--- src/rtl/subckt_stim_probe.sv ---
// Stimulus generator and response checker for a 4-input power sub-circuit.
// Drives LFSR stimulus for WINDOW samples, checks each response against a golden model, then holds the results until they are read.
module subckt_stim_probe #(
  parameter int          WINDOW = 256,
  parameter int          CNT_W  = 16,
  parameter logic [15:0] SEED   = 16'hACE1
) (
  input  logic             clk,
  input  logic             rst_n,
  input  logic             start,
  output logic [3:0]       stim_o,
  input  logic             resp_i,
  output logic             busy,
  output logic             res_valid,
  input  logic             res_ready,
  output logic [CNT_W-1:0] in_toggles,
  output logic [CNT_W-1:0] out_toggles,
  output logic [CNT_W-1:0] mismatches,
  output logic [CNT_W-1:0] samples
);

  // Results handshake: a result set transfers on a rising edge where
  // res_valid & res_ready; res_valid and the counters stay stable until then.

  localparam logic [15:0]      SEED_EFF = (SEED == 16'h0) ? 16'hACE1 : SEED;
  localparam logic [CNT_W-1:0] LAST     = CNT_W'(WINDOW - 1);

  typedef enum logic [1:0] {IDLE, RUN, DONE} state_t;

  state_t           state_q, state_d;
  logic [15:0]      lfsr_q, lfsr_d;
  logic [3:0]       stim_q, stim_d;
  logic [3:0]       stim_prev_q, stim_prev_d;
  logic             resp_prev_q, resp_prev_d;
  logic [CNT_W-1:0] in_tog_q, in_tog_d;
  logic [CNT_W-1:0] out_tog_q, out_tog_d;
  logic [CNT_W-1:0] mism_q, mism_d;
  logic [CNT_W-1:0] samp_q, samp_d;

  logic [15:0] lfsr_nxt;
  logic        golden;
  logic [2:0]  pop_cnt;
  logic        last_sample;

  function automatic logic [CNT_W-1:0] sat_add(input logic [CNT_W-1:0] a,
                                               input logic [2:0] b);
    logic [CNT_W:0] s;
    s = {1'b0, a} + (CNT_W+1)'(b);
    return s[CNT_W] ? {CNT_W{1'b1}} : s[CNT_W-1:0];
  endfunction

  assign lfsr_nxt    = {lfsr_q[14:0], lfsr_q[15] ^ lfsr_q[13] ^ lfsr_q[12] ^ lfsr_q[10]};
  assign golden      = (stim_q[3] | (stim_q[0] ^ stim_q[2])) &
                       (stim_q[0] | (stim_q[1] & (stim_q[0] ^ stim_q[2])));
  assign pop_cnt     = 3'(stim_q[0] ^ stim_prev_q[0]) + 3'(stim_q[1] ^ stim_prev_q[1]) +
                       3'(stim_q[2] ^ stim_prev_q[2]) + 3'(stim_q[3] ^ stim_prev_q[3]);
  assign last_sample = (samp_q == LAST);

  always_ff @(posedge clk or negedge rst_n) begin
    if (!rst_n) begin
      state_q     <= IDLE;
      lfsr_q      <= SEED_EFF;
      stim_q      <= 4'h0;
      stim_prev_q <= 4'h0;
      resp_prev_q <= 1'b0;
      in_tog_q    <= '0;
      out_tog_q   <= '0;
      mism_q      <= '0;
      samp_q      <= '0;
    end else begin
      state_q     <= state_d;
      lfsr_q      <= lfsr_d;
      stim_q      <= stim_d;
      stim_prev_q <= stim_prev_d;
      resp_prev_q <= resp_prev_d;
      in_tog_q    <= in_tog_d;
      out_tog_q   <= out_tog_d;
      mism_q      <= mism_d;
      samp_q      <= samp_d;
    end
  end

  always_comb begin
    state_d = state_q;
    case (state_q)
      IDLE:    if (start) state_d = RUN;
      RUN:     if (last_sample) state_d = DONE;
      DONE:    if (res_ready) state_d = IDLE;
      default: state_d = IDLE;
    endcase
  end

  always_comb begin
    lfsr_d      = lfsr_q;
    stim_d      = stim_q;
    stim_prev_d = stim_prev_q;
    resp_prev_d = resp_prev_q;
    in_tog_d    = in_tog_q;
    out_tog_d   = out_tog_q;
    mism_d      = mism_q;
    samp_d      = samp_q;
    if (state_q == IDLE && start) begin
      lfsr_d    = SEED_EFF;
      stim_d    = SEED_EFF[3:0];
      in_tog_d  = '0;
      out_tog_d = '0;
      mism_d    = '0;
      samp_d    = '0;
    end else if (state_q == RUN) begin
      if (resp_i != golden) mism_d = sat_add(mism_q, 3'd1);
      // The first sample has no predecessor, so it contributes no toggles.
      if (samp_q != '0) begin
        in_tog_d = sat_add(in_tog_q, pop_cnt);
        if (resp_i != resp_prev_q) out_tog_d = sat_add(out_tog_q, 3'd1);
      end
      stim_prev_d = stim_q;
      resp_prev_d = resp_i;
      samp_d      = sat_add(samp_q, 3'd1);
      if (!last_sample) begin
        lfsr_d = lfsr_nxt;
        stim_d = lfsr_nxt[3:0];
      end
    end
  end

  always_comb begin
    busy      = (state_q != IDLE);
    res_valid = (state_q == DONE);
  end

  assign stim_o      = stim_q;
  assign in_toggles  = in_tog_q;
  assign out_toggles = out_tog_q;
  assign mismatches  = mism_q;
  assign samples     = samp_q;

endmodule

--- config.mk ---
export PLATFORM = sky130hd
export DESIGN_NAME = subckt_stim_probe
export DESIGN_NICKNAME = d
export VERILOG_FILES = /design/src/rtl/subckt_stim_probe.sv
export SDC_FILE = /design/constraint.sdc
export NUM_CORES = 1
export LEC_CHECK = 0
export ABC_AREA = 1
export BUFFER_PORTS_ARGS = -buffer_cell sky130_fd_sc_hd__buf_2
export CORE_ASPECT_RATIO = 0.7
export CORE_UTILIZATION = 52
export DETAILED_ROUTE_END_ITERATION = 7
export HOLD_SLACK_MARGIN = 0.05
export PLACE_DENSITY = 0.86
export SLEW_MARGIN = 30
export SYNTH_ARGS = -nofsm -noshare
export SYNTH_HDL_FRONTEND = slang
export SYNTH_SLANG_ARGS = --single-unit
--- constraint.sdc ---
create_clock -name clk -period 2.9 [get_ports clk]
set_clock_uncertainty 0.2 [all_clocks]
set_input_delay 0.435 -clock clk [delete_from_list [all_inputs] [get_ports clk]]
set_output_delay 0.435 -clock clk [all_outputs]
set_load 0.005 [all_outputs]
==> reports/summary.txt <==
DR iter-0 viols -> 465
CP required -> 2.94 ns
Inserted Clock Buffers -> 9
Synth Warn # -> 0
Post-Syn Instances -> 740
vias in the first global route -> 4353
clock sink count -> 88
worst vdd ir -> 431 µV
internal power -> 3.17 mW
Comb pwr share -> 41.9%
DRT Wirelength -> 12.9 mm
crit end category -> register
MaxCap Viol Count -> 0
Final Setup Violations -> 0
CTS tree -> done
Die H -> 86.9 µm
Sw Ratio -> 40.0%
Synth async-reset ratio -> 100%
clock power share -> 19.4%
part of the power in registers -> 38.6%
Post-Syn Area -> 5360 µm²
Syn Area/Cell -> 7.24 µm²
TritonRoute pass-1 iters -> 5
worst hold path type -> in2reg
worst-path fanout max -> 4
flop2flop setup slack -> 0.05 ns
Post-DRT Antenna Nets -> 0
largest buffer count on any clock path -> 2
Nets -> 829
Synth Net Count -> 753
largest stage delay on the critical path -> 0.51 ns
Buffers on Ports -> 74
clk_lat worst skew -> 0.34 ns
core footprint -> 9830 µm²
fraction of layout cells with a size suffix above 1 -> 17.8%
Netlist cell types -> 36
crit path time final -> 2.85 ns
routed vias/inst -> 5.37
DR WL/cell -> 13.6 µm
crit path kind -> reg2reg
area delta synth->final -> 15.6%
Initial Util -> 54.5%
ys flop type -> dfrtp_1
Synth Register Bits -> 88
largest net degree at the start of global routing -> 75
RSZ-0062 raised after global routing -> yes
Die Area -> 10700 µm²
Leak -> 3.21 nW
Worst slew margin -> 41.8%
IO Pins -> 75
n_diodes -> 0
crit path cell chain -> xnor2_2 -> fa_1 -> fa_2 -> inv_2 -> fa_2 -> nand3_4 -> nor2_4 -> buf_6 -> nand2_2 -> nor2_4 -> nand3_2 -> nand3_1 -> nand2_1
pwr dens -> 853 nW/µm²
EDFF count, synth -> 0
GP Congestion -> 0.887
root buffer cell -> clkbuf_16
sequential share of the synthesized area -> 41.3%
status -> finished clean
Final period util -> 98.3%
GRT overflow -> 0
std cell rows -> 30
Setup TNS Final -> 0 ns
H-tree lvl count -> 3
Fin. Hold Viols -> 0
via count -> 5090
Worst setup SP type -> register
die width -> 123 µm
Sw Pwr -> 2.11 mW
dpl cells -> 929
worst-margin pin slew -> 0.870 ns
Arr. time, crit path -> 2.89 ns
max-slew violations -> 0
hpwl dp -> 8.62 mm
post-route insts no fill -> 948
GR Util All Layers -> 25.3%
initial antenna violation count -> 0
first-pass GRT wire length -> 21.3 mm
detailed-route DRC error count -> 0
clk slew on worst S/H paths -> 0.06 ns
slowest CP cell -> fa_1
FMAX -> 0.351 GHz
[final timing paths]
path / start / end / cells after the start
setup reg to reg: stim_o[0] / in_toggles[12] / 13
min in group asynchronous: rst_n / in_toggles[7] / 2
hold reg to reg: lfsr_q[5] / lfsr_q[5] / 2
setup / recovery: stim_o[0] / in_toggles[12] / 13
hold / removal: res_ready / state_q[1] / 2
max in group asynchronous: rst_n / lfsr_q[15] / 3
[power groups by stage]
stage,logic [mW],clock network (mW),registers (mW)
after floorplan,1.47,0,1.98
after global placement,1.97,0,2.02
after detailed placement,2.04,0,2.03
after CTS,2.10,1.04,2.03
after global routing,2.52,1.11,2.10
final,2.22,1.03,2.04
[state kept, by name, indices dropped and copies added, names as in the netlist]
name and flops:
stim_o 1, out_toggles 16, resp_prev_q 1, in_toggles 16
mismatches 16, state_q 2, samples 16, stim_prev_q 4
lfsr_q 16
[per-stage QoR]
stage	total power, mW	hold WS, ns	cell area (µm²)	utilization [%]	setup slack [ns]
final	5.28	0.114	6190	63.0	0.0505
after global routing	5.72	0.0996	6190	63.0	-0.0687
after CTS	5.16	0.112	6130	62.3	0.000282
after detailed placement	4.07	0.106	5840	59.4	-0.113
after global placement	3.99	0.105	5840	59.4	0.0300
after floorplan	3.45	-0.0606	5360	-	0.0687
[cells in the final DEF (no fill, tap or decap), types with 2 or more instances in the layout]
cell type  Yosys  final
inv_2          6      7
nand2_4        3      3
nand3_2        2      3
ha_1           5      5
dfrtp_1       80     80
nand2_1      277    276
nand2_2        3      4
clkbuf_1       5      5
buf_4          7     12
inv_1         62     61
buf_2          9     73
o21ai_1        2      4
o21ai_0       38     36
nor2_1        57     55
clkbuf_16      0      9
nor3_1         4      3
nand3_1       73     71
nor2_2         4      4
nor2_4         4      6
xnor2_1       10      8
nand3b_1       5      5
xor2_1        16     15
dfstp_2        8      8
nand4_1       27     27
fa_2           0      2
o211ai_1       8      8
a21oi_1        9      9
xnor2_2        0      2
o21ai_2        3      3
[timing repair]
action	CTS	global route
buffers inserted	0	3
endpoints found under the setup margin	16	16
resized for setup	6	12
hold buffers	1	0
hold endpoints to repair	14	0
pin swaps	0	9
[area by class of cell]
class                   count  area, µm²
clock inverters             1       5.00
well taps                 128        160
fillers                   871       3640
flip-flops and latches     88       2210
repair buffers             88        497
multi-input cells         561       2820
clock buffers              14        244
inverters                  68        255
[Yosys cell counts, types with 4 or more instances]
master / count / area, µm²
a21oi_1: 9 / 45.0
buf_2: 9 / 45.0
buf_4: 7 / 52.6
clkbuf_1: 5 / 18.8
dfrtp_1: 80 / 2000
dfstp_2: 8 / 210
ha_1: 5 / 62.6
inv_1: 62 / 233
inv_2: 6 / 22.5
nand2_1: 277 / 1040
nand3_1: 73 / 365
nand3b_1: 5 / 37.5
nand4_1: 27 / 169
nor2_1: 57 / 214
nor2_2: 4 / 25.0
nor2_4: 4 / 45.0
nor3_1: 4 / 20.0
o211ai_1: 8 / 60.1
o21ai_0: 38 / 190
xnor2_1: 10 / 87.6
xor2_1: 16 / 140
[logic make-up (layout without fill, tap and decap cells)]
logic type / count (synthesis) / after routing / share of synthesized area, %
XOR/XNOR: 26 / 26 / 4.25
AO/OA/AOI/OAI: 64 / 64 / 6.89
flip-flops: 88 / 88 / 41.3
AND/OR/NAND/NOR: 463 / 463 / 38.0
adder cells (fa/ha/maj): 8 / 8 / 2.29
buffers and inverters: 91 / 171 / 7.35
[layer usage]
layer | track usage, % | wire [µm] | up-vias
met5 | 0 | 0 | -
met4 | 6.46 | 173 | 0
met3 | 6.09 | 731 | 22
met2 | 38.4 | 5780 | 168
met1 | 36.3 | 6190 | 2362
li1 | - | - | 2538
[critical path, delay by kind of cell, from the launching register on]
family | cells | cell delay (ns)
xor+xnor | 1 | 0.15
flops | 1 | 0.40
buf+inv | 2 | 0.21
fa+ha+maj | 3 | 1.12
simple gates | 7 | 0.64
No activity file was read; power rests on OpenSTA's default activity.
